<file path="config.mk">
export PLATFORM = sky130hd
export DESIGN_NAME = seq_shift_add_multiplier_flat
export DESIGN_NICKNAME = d
export VERILOG_FILES = /design/src/rtl/seq_shift_add_multiplier_if.sv /design/src/rtl/seq_shift_add_multiplier.sv /design/src/flat_wrapper.sv
export SDC_FILE = /design/constraint.sdc
export NUM_CORES = 1
export LEC_CHECK = 0
export CORE_AREA = 5 5 87 89
export DETAILED_ROUTE_END_ITERATION = 16
export DIE_AREA = 0 0 92 94
export GPL_ROUTABILITY_DRIVEN = 0
export GPL_TIMING_DRIVEN = 0
export PLACE_DENSITY = 0.8
export SLEW_MARGIN = 5
export SYNTH_ARGS = -nofsm -noshare
export SYNTH_HDL_FRONTEND = slang
export SYNTH_SLANG_ARGS = --single-unit
export TNS_END_PERCENT = 100
</file>
<file path="constraint.sdc">
create_clock -name clk -period 3.6 [get_ports clk]
set_input_delay 0.36 -clock clk [delete_from_list [all_inputs] [get_ports clk]]
set_output_delay 0.36 -clock clk [all_outputs]
set_load 0.02 [all_outputs]
</file>
<file path="src/rtl/seq_shift_add_multiplier_if.sv">
// Operand/result bundle for the shift-add multiplier: start/a/b in; busy/done/product out.
// The controller side drives operands with start; the multiplier side returns a registered product.
interface seq_shift_add_multiplier_if #(
  parameter int WIDTH = 8
);
  logic               start;
  logic [WIDTH-1:0]   a;
  logic [WIDTH-1:0]   b;
  logic               busy;
  logic               done;
  logic [2*WIDTH-1:0] product;

  modport master (
    output start, a, b,
    input  busy, done, product
  );

  modport slave (
    input  start, a, b,
    output busy, done, product
  );
endinterface

</file>
<file path="src/rtl/seq_shift_add_multiplier.sv">
// Unsigned shift-add multiplier, one multiplier bit per clock; WIDTH cycles (fewer with EARLY_TERM_EN).
// start is ignored while busy; done pulses one cycle alongside the updated product.
module seq_shift_add_multiplier #(
  parameter  int WIDTH = 8,
  localparam int CNT_W = $clog2(WIDTH) + 1
) (
  input logic                    clk,
  input logic                    rst_n,
  seq_shift_add_multiplier_if.slave bus
);

  typedef enum logic {
    IDLE = 1'b0,
    CALC = 1'b1
  } state_t;

  state_t             state;
  state_t             state_nxt;
  logic [2*WIDTH-1:0] mcand;
  logic [WIDTH-1:0]   mplier;
  logic [2*WIDTH-1:0] acc;
  logic [CNT_W-1:0]   cnt;
  logic [2*WIDTH-1:0] product;
  logic               done;
  logic [2*WIDTH-1:0] acc_sum;
  logic               last_iter;

  always_ff @(posedge clk or negedge rst_n) begin
    if (!rst_n) begin
      state <= IDLE;
    end else begin
      state <= state_nxt;
    end
  end

  always_comb begin
    state_nxt = state;
    acc_sum   = acc + (mplier[0] ? mcand : '0);
`ifdef EARLY_TERM_EN
    // Stop once no set multiplier bits remain above the one consumed this cycle.
    last_iter = (cnt == CNT_W'(WIDTH - 1)) || (mplier[WIDTH-1:1] == '0);
`else
    last_iter = (cnt == CNT_W'(WIDTH - 1));
`endif
    case (state)
      IDLE: if (bus.start) state_nxt = CALC;
      CALC: if (last_iter) state_nxt = IDLE;
      default: state_nxt = IDLE;
    endcase
  end

  always_ff @(posedge clk or negedge rst_n) begin
    if (!rst_n) begin
      mcand   <= '0;
      mplier  <= '0;
      acc     <= '0;
      cnt     <= '0;
      product <= '0;
      done    <= 1'b0;
    end else begin
      done <= 1'b0;
      case (state)
        IDLE: begin
          if (bus.start) begin
            mcand  <= {{WIDTH{1'b0}}, bus.a};
            mplier <= bus.b;
            acc    <= '0;
            cnt    <= '0;
          end
        end
        CALC: begin
          acc    <= acc_sum;
          mcand  <= mcand << 1;
          mplier <= mplier >> 1;
          cnt    <= cnt + 1'b1;
          // product only ever takes the completed sum, never a partial one.
          if (last_iter) begin
            product <= acc_sum;
            done    <= 1'b1;
          end
        end
        default: ;
      endcase
    end
  end

  assign bus.busy    = (state == CALC);
  assign bus.done    = done;
  assign bus.product = product;

endmodule

</file>
<file path="src/flat_wrapper.sv">
// flat-port wrapper written by rule: the top's interface ports become plain ports
module seq_shift_add_multiplier_flat 
#(
  parameter  int WIDTH = 8,
  localparam int CNT_W = $clog2(WIDTH) + 1
)
  (clk, rst_n, bus_start, bus_a, bus_b, bus_busy, bus_done, bus_product);
  seq_shift_add_multiplier_if #(.WIDTH(WIDTH)) bus_i ();
  input logic clk;
  input logic rst_n;
  input wire logic [$bits(bus_i.start)-1:0] bus_start;
  input wire logic [$bits(bus_i.a)-1:0] bus_a;
  input wire logic [$bits(bus_i.b)-1:0] bus_b;
  output wire logic [$bits(bus_i.busy)-1:0] bus_busy;
  output wire logic [$bits(bus_i.done)-1:0] bus_done;
  output wire logic [$bits(bus_i.product)-1:0] bus_product;
  assign bus_i.start = bus_start;
  assign bus_i.a = bus_a;
  assign bus_i.b = bus_b;
  assign bus_busy = bus_i.busy;
  assign bus_done = bus_i.done;
  assign bus_product = bus_i.product;
  seq_shift_add_multiplier #(.WIDTH(WIDTH)) u_core (.clk(clk), .rst_n(rst_n), .bus(bus_i));
endmodule
</file>
After elaboration in Yosys (flattened, before gate mapping)
Index checks and enable logic that the tools add are counted.
{"block": "totals", "wordCells": 27, "register_bits": 62, "input_bits": 19, "out_inout_bits": 18}
{"block": "op_classes", "n_eq_ne": 2, "bitwise": 1, "muxes": 14, "addsub": 2, "reduce_logical": 1}
{"op": "$pmux 16 s2", "n": 2}
{"op": "$mux 16", "n": 3}
{"op": "$add 16x16->16", "n": 1}
{"op": "$pmux 8 s2", "n": 1}
{"op": "$mux 8", "n": 1}
{"op": "$pmux 4 s2", "n": 1}
{"op": "$add 4x1->4 const B", "n": 1}
{"op": "$eq 4x3->1 const B", "n": 1}
{"op": "$mux 1", "n": 4}
{"op": "$mux 4", "n": 1}
{"op": "$ne 2x2->1 const B", "n": 1}
{"op": "$pmux 1 s2", "n": 1}
{"op": "$reduce_and 2->1", "n": 1}
{"op": "$not 1->1", "n": 1}

Depth between registers and ports, before layout
Gate-level depths: netlist (run 1).
{"block": "depth", "word_depth": 3, "mapped_depth": 10, "ltp_nobuf": 9}

Worst setup path after synthesis (run 1)
No wires, ideal clock.
{"block": "synth_path", "kind": "register to register", "from": "register u_core.mplier[0]", "to": "register u_core.product[14] (netlist: u_core.bus.product[14])", "setup_ps": 125, "synth_period_minus_slack_ps": 2492, "arrival_time_ps": 2367, "path_slack_ps": 1108, "path_stages_with_launch": 11, "path_buffers": 1, "required_ps": 3475, "cell_sequence": "dfrtp_1 clkbuf_1 and2_1 ha_1 fa_1 a21oi_1 o211ai_2 a21o_1 a31oi_1 o221ai_1 mux2_2"}
{"block": "synth_via", "elab_chain_cells": 2}
{"item": "start, declared", "line_no": "seq_shift_add_multiplier.sv:20", "text": "logic [WIDTH-1:0] mplier;"}
{"item": "start signal, assigned", "line_no": "seq_shift_add_multiplier.sv:66", "text": "mplier <= bus.b;"}
{"item": "start signal, assigned", "line_no": "seq_shift_add_multiplier.sv:74", "text": "mplier <= mplier >> 1;"}
{"item": "$mux 16", "line_no": "seq_shift_add_multiplier.sv:38", "text": "acc_sum = acc + (mplier[0] ? mcand : '0);"}
{"item": "$add 16x16->16", "line_no": "seq_shift_add_multiplier.sv:38"}
{"item": "end signal, assigned", "line_no": "seq_shift_add_multiplier.sv:78", "text": "product <= acc_sum;"}
{"item": "end, declared", "line_no": "seq_shift_add_multiplier.sv:23", "text": "logic [2*WIDTH-1:0] product;"}
Every way passes these cells.
A chain may end at the register's enable or synchronous reset.

Final worst setup path (run 1)
Ends and elaborated chain as after synthesis.

==> results_dict.tcl, run 1 <==
set metrics [dict create \
    worstMarginPinSlew_ps 751 \
    htreeDepth 3 \
    setup_ws_ps 715 \
    powerDensity_mw_per_mm2 741 \
    ys_ff_latch 62 \
    dp.cells 455 \
    holdWs_ps 78.0 \
    design_area_mm2 0.00391 \
    grt_pass1_wl_um 12500 \
    max_freq_mhz 347 \
    cts_max_path_buffers 2 \
    core_mm2 0.00668 \
    ys_seq_area_share_pct 48.0 \
    syn_avg_cell_area_um2 9.52 \
    fin_crit_sh_pct 80.1 \
    dpl.hpwl_um 5220 \
    post-place-ws_ps 745 \
    grtUsageTotal_pct 18.1 \
    grt_max_degree 63 \
    clkTransAtPathRegs_ps 70 \
    clock-sinks 62 \
    io_pins 37 \
    gr-usage-met3_pct 4.89 \
    maxCapViolCount 0 \
    clk_latency_ps 350 \
    arrival_ps 3120 \
    leakage_nw 1.78 \
    num_rows 30 \
    drc 0 \
    post_dp_cell_area_mm2 0.00368 \
    io_buffers 35 \
    hold_buffers 0 \
    cts_tree "done" \
    syn-cell-area_mm2 0.00324 \
    die_y_um 94 \
    rsz0062_at_grt "false" \
    multi_input_area_mm2 0.00159 \
    wl_per_cell_um 15.0 \
    use_met2_pct 30.1 \
    final_util_pct 58.4 \
    synthArstFlopShare_pct 100 \
    drt_iter0_markers 111 \
    synth_top_area_share_pct 48.0 \
    synth_common_cells "nand2_1, dfrtp_1, o21ai_0" \
    tns_ps 0 \
    overflow 0 \
    slew_headroom_pct 49.9 \
    synth_edf_count 0 \
    nNetsFinal 422 \
    synth_fp_nets 376 \
    clock-root-buffer "clkbuf_8" \
    crit_path_end_kind "flip-flop" \
    die_w_um 92 \
    dieArea_mm2 0.00865 \
    start_kind "flip-flop" \
    area_growth_syn_to_layout_pct 20.7 \
    slew_viol_final 0 \
    cts_resized 0 \
    first_pass_iters 4 \
    drive_above_1_share_pct 6.15 \
    finalSetupViolCount 0 \
    via_per_inst 5.59 \
    crit_fanout 10 \
    hold_class "input port to asynchronous set/reset pin" \
    vias 2629 \
    vdd_drop_max_v 0.000303 \
    final.min_clock_period_ps 2890 \
    ys_types 41 \
    ant_nets 0 \
    fillers 583 \
    yosys_warnings 0 \
    diodes 0 \
    status "finished, final reports clean" \
    finClkSkew_ps 9.66 \
    synth_area_leaders "dfrtp_1, nand2_1, o21ai_0, ha_1, mux2i_1" \
    syn_inst 340 \
    seqCellArea_mm2 0.00155 \
    required_ps 3830 \
    post-cts-setup-buffers 0 \
    finalNonFillerCells 470 \
    grt_pass1_vias 2710 \
    hold_viol_final 0 \
    start_util_pct 48.4 \
    antenna_found_initial 0 \
    synth_largest_area_cell "dfrtp_1" \
    use_met1_pct 22.0 \
    numCtsBuffers 9 \
    ys.flop_type "dfrtp_1" \
    path_class "flip-flop to flip-flop" \
    total_power_mw 2.89 \
    synth_most_common_cell "nand2_1" \
    top_usage_layer "met2" \
    drt-total-wl_um 7070 \
]
## final cells by class
| cell class | count | share of cell area, % |
|---|---|---|
| buffer | 18 | 1.83 |
| clock buffer | 11 | 3.88 |
| tap | 80 | 2.56 |
| sequential | 62 | 39.7 |
| clock inverter | 4 | 1.79 |
| timing repair buffer | 35 | 8.91 |
| inverter | 7 | 0.673 |
| multi-input combinational | 253 | 40.6 |
## metal layers
metal | routed length [um] | vias up
met3 | 320 | 16
li1 | - | 1290
met4 | 201 | 0
met1 | 3150 | 1260
met2 | 3400 | 63
met5 | 0 | -
## state kept, by name (all words and copies together), names as in the netlist
| name | flops |
|---|---|
| u_core.acc | 16 |
| u_core.bus.product | 16 |
| u_core.mcand | 16 |
| u_core.mplier | 8 |
| u_core.cnt | 4 |
| u_core.bus.busy | 1 |
| u_core.bus.done | 1 |
## kinds of logic after synthesis
logic type | share of synthesized area [%]
DFF | 48.0
buffers and inverters | 3.02
AOI/OAI and AO/OA | 17.8
and+or+nand+nor | 15.4
adders and majority gates | 6.81
muxes | 5.30
xor gates and xnor gates | 3.79
## placed cells by master (no fill, tap or decap), types with 2 or more instances in the layout
cell | netlist | routed
a31oi_1 | 2 | 2
a21oi_1 | 14 | 14
dfrtp_1 | 62 | 62
xnor2_1 | 4 | 4
ha_1 | 16 | 16
clkbuf_8 | 0 | 11
nand2_1 | 68 | 68
clkinv_2 | 0 | 2
nand4_1 | 2 | 2
buf_2 | 3 | 3
mux2i_1 | 16 | 16
clkdlybuf4s50_1 | 0 | 34
nand3_1 | 11 | 11
o21ai_0 | 41 | 41
inv_1 | 6 | 6
nor2_1 | 6 | 6
o21bai_1 | 2 | 2
or4_1 | 2 | 2
o21ai_1 | 13 | 13
o221ai_1 | 2 | 2
clkbuf_1 | 14 | 14
a21o_1 | 4 | 4
a22o_1 | 5 | 5
bufinv_16 | 0 | 2
xor2_1 | 10 | 10
o311ai_1 | 2 | 2
and2_1 | 17 | 17
## where the power goes
part | total [mW] | internal [mW] | leakage, nW | switching, mW
registers | 1.13 | 0.957 | 0.808 | 0.170
logic | 1.08 | 0.441 | 0.857 | 0.637
clock network | 0.687 | 0.421 | 0.115 | 0.266
## worst paths after layout
kind / startpoint / end / slack (ps) / cells past startpoint
setup / recovery: u_core.mplier[0] / u_core.bus.product[14] / 710 / 10
hold / removal: rst_n / u_core.bus.product[7] / 80 / 1
setup reg to reg: u_core.mplier[0] / u_core.bus.product[14] / 710 / 10
hold reg to reg: u_core.bus.product[8] / u_core.bus.product[8] / 470 / 2
max in group asynchronous: rst_n / u_core.acc[14] / 3030 / 1
min in group clk: u_core.bus.product[8] / u_core.bus.product[8] / 470 / 2
## worst max-delay path: stages (launching register included)
cell and delay [ps]:
dfrtp_1 440, clkbuf_1 200, and2_1 180, ha_1 220
fa_1 420, a21oi_1 230, o211ai_2 190, a21o_1 230
a31oi_1 160, o221ai_1 190, mux2_2 310
Power figures use the tool's default switching activity.
==> run 2, diff against run 1 <==
- PLACE_DENSITY: 0.8 -> 0.83
- clock period: 3.6 -> 2.4 ns (I/O delays scaled with it)
==> results_dict.tcl, run 2 (same netlist as run 1, synthesis figures left out) <==
set metrics [dict create \
    status "finished with violations" \
    violations "setup timing" \
    r2r_slack_ps -100 \
    leakage_nw 1.83 \
    final_common_cell "nand2_1" \
    tns_ps -173 \
    wl_per_cell_um 15.9 \
    die_w_um 92 \
    maxCapViolCount 0 \
    cts_max_path_buffers 2 \
    finClkSkew_ps 9.16 \
    grt_max_degree 63 \
    grt_pass1_wl_um 12800 \
    holdWs_ps 417 \
    powerDensity_mw_per_mm2 1050 \
    p_sw_share_pct 38.9 \
    vdd_drop_max_v 0.000399 \
    top_regs "u_core.acc x16, u_core.bus.product x16, u_core.mcand x16" \
    nNetsFinal 434 \
    fillers 561 \
    p_int_mw 2.68 \
    drt-total-wl_um 7670 \
    clkTransAtPathRegs_ps 70 \
    hold_class "input port to flip-flop" \
    rsz0062_at_grt "true" \
    switchingPower_mw 1.70 \
    design_area_mm2 0.00416 \
    cts_tree "done" \
    crit_path_end_kind "flip-flop" \
    reg2reg_depth 10 \
    drive_above_1_share_pct 15.6 \
    dpl.hpwl_um 5270 \
    setup_ws_ps -100 \
    io_pins 37 \
    worstMarginPinSlew_ps 771 \
    area_growth_syn_to_layout_pct 28.6 \
    slew_viol_final 0 \
    max_freq_mhz 400 \
    clk_latency_ps 350 \
    antenna_found_initial 0 \
    io_buffers 35 \
    share_comb_of_total_power_pct 40.7 \
    hold_viol_final 0 \
    clock-sinks 62 \
    num_rows 30 \
    diodes 0 \
    clock-root-buffer "clkbuf_8" \
    final.min_clock_period_ps 2500 \
    startpoint "u_core.mplier[0]" \
    r2r-end "u_core.bus.product[14]" \
    post_dp_cell_area_mm2 0.00369 \
    grtUsageTotal_pct 18.9 \
    start_kind "flip-flop" \
    numCtsBuffers 9 \
    crit_fanout 5 \
    drc 0 \
    grt_pass1_vias 2753 \
    endpoint "u_core.bus.product[14]" \
    dieArea_mm2 0.00865 \
    arrival_ps 2730 \
    finalSetupViolCount 4 \
    ant_nets 0 \
    core_mm2 0.00668 \
    first_pass_iters 5 \
    drt_iter0_markers 197 \
    via_per_inst 5.64 \
    layout_common_cells "nand2_1, dfrtp_1, o21ai_0, clkdlybuf4s50_1, mux2i_1" \
    die_y_um 94 \
    p_seq_share_pct 38.9 \
    htreeDepth 3 \
    pwr-share-clk_pct 20.5 \
    required_ps 2630 \
    overflow 0 \
    vias 2725 \
    fin_crit_sh_pct 104 \
    reg2reg_from "u_core.mplier[0]" \
    slew_headroom_pct 48.6 \
    hp-start "bus_start" \
    path_class "flip-flop to flip-flop" \
    start_util_pct 48.4 \
]
[run 2: cell types whose count changed in the layout (fill, tap and decap cells not counted), sizes merged]
cell / delta
dlygate4sd3: +1
clkinvlp: +2
clkinv: +2
clkbuf: -1
bufinv: -1
buf: +10
[run 2: metrics by stage]
stage / setup WS, ps / total power, mW / util (%) / instances
2_1_floorplan: 11.0 / 2.72 / - / 340
3_3_place_gp: -878 / 3.24 / 55.3 / 455
3_5_place_dp: -342 / 3.32 / 55.2 / 455
4_1_cts: -133 / 4.28 / 60.1 / 480
5_1_grt: -167 / 4.69 / 62.3 / 483
6_report: -100 / 4.38 / 62.3 / 483
[run 2: worst min-delay path by stage]
stage | endpoint | slack [ps] | cells past startpoint
finish | u_core.mcand[5] | 420 | 3
global route | u_core.mcand[5] | 440 | 3
CTS | u_core.mcand[5] | 410 | 3
detailed placement | u_core.mcand[10] | 370 | 1
global placement | u_core.bus.product[7] | 460 | 2
floorplan | u_core.acc[0] | -60 | 0
[run 2: final cells by class]
| type | count | area (um2) | share of cell area (%) |
|---|---|---|---|
| Clock inverter | 7 | 65.1 | 1.56 |
| Clock buffer | 9 | 124 | 2.98 |
| Buffer | 18 | 87.6 | 2.11 |
| Timing Repair Buffer | 47 | 444 | 10.7 |
| Tap cell | 80 | 100 | 2.41 |
| Inverter | 7 | 26.3 | 0.632 |
| Multi-Input combinational cell | 253 | 1760 | 42.3 |
| Sequential cell | 62 | 1550 | 37.3 |
[run 2: layer usage]
layer | GRT usage, % | wire, um
met5 | 0 | 0
met2 | 30.2 | 3720
met1 | 23.8 | 3380
met3 | 4.01 | 360
met4 | 10.8 | 202
[run 2: power by group through the flow]
stage	clock, mW	combinational, mW	sequential [mW]
floorplan	0	0.927	1.79
global placement	0	1.56	1.68
detailed placement	0	1.62	1.70
CTS	0.902	1.69	1.69
global route	0.956	1.98	1.76
finish	0.897	1.78	1.70
[run 2: what timing repair did]
| action | 4_1_cts | 5_1_grt |
|---|---|---|
| pin swaps | 10 | 16 |
| buffers inserted | 7 | 3 |
| hold buffers | 1 | 0 |
| endpoints found under the setup margin | 12 | 13 |
| gates cloned | 1 | 0 |
| hold endpoints to repair | 20 | 0 |
| resized for setup | 14 | 28 |
[run 2: worst max-delay path, cell delays in order (launching register included)]
cell,delay [ps]
dfrtp_2,430
buf_8,130
and2_4,130
ha_4,150
fa_2,370
a21oi_4,200
o211ai_4,130
a21o_1,210
a31oi_1,200
o221ai_2,150
mux2_4,270
==> run 3, diff against run 2 <==
- GPL_ROUTABILITY_DRIVEN: 0 -> unset
==> results of run 3 <==
Same layout as run 2: the final DEF is identical, and so are final timing and power.
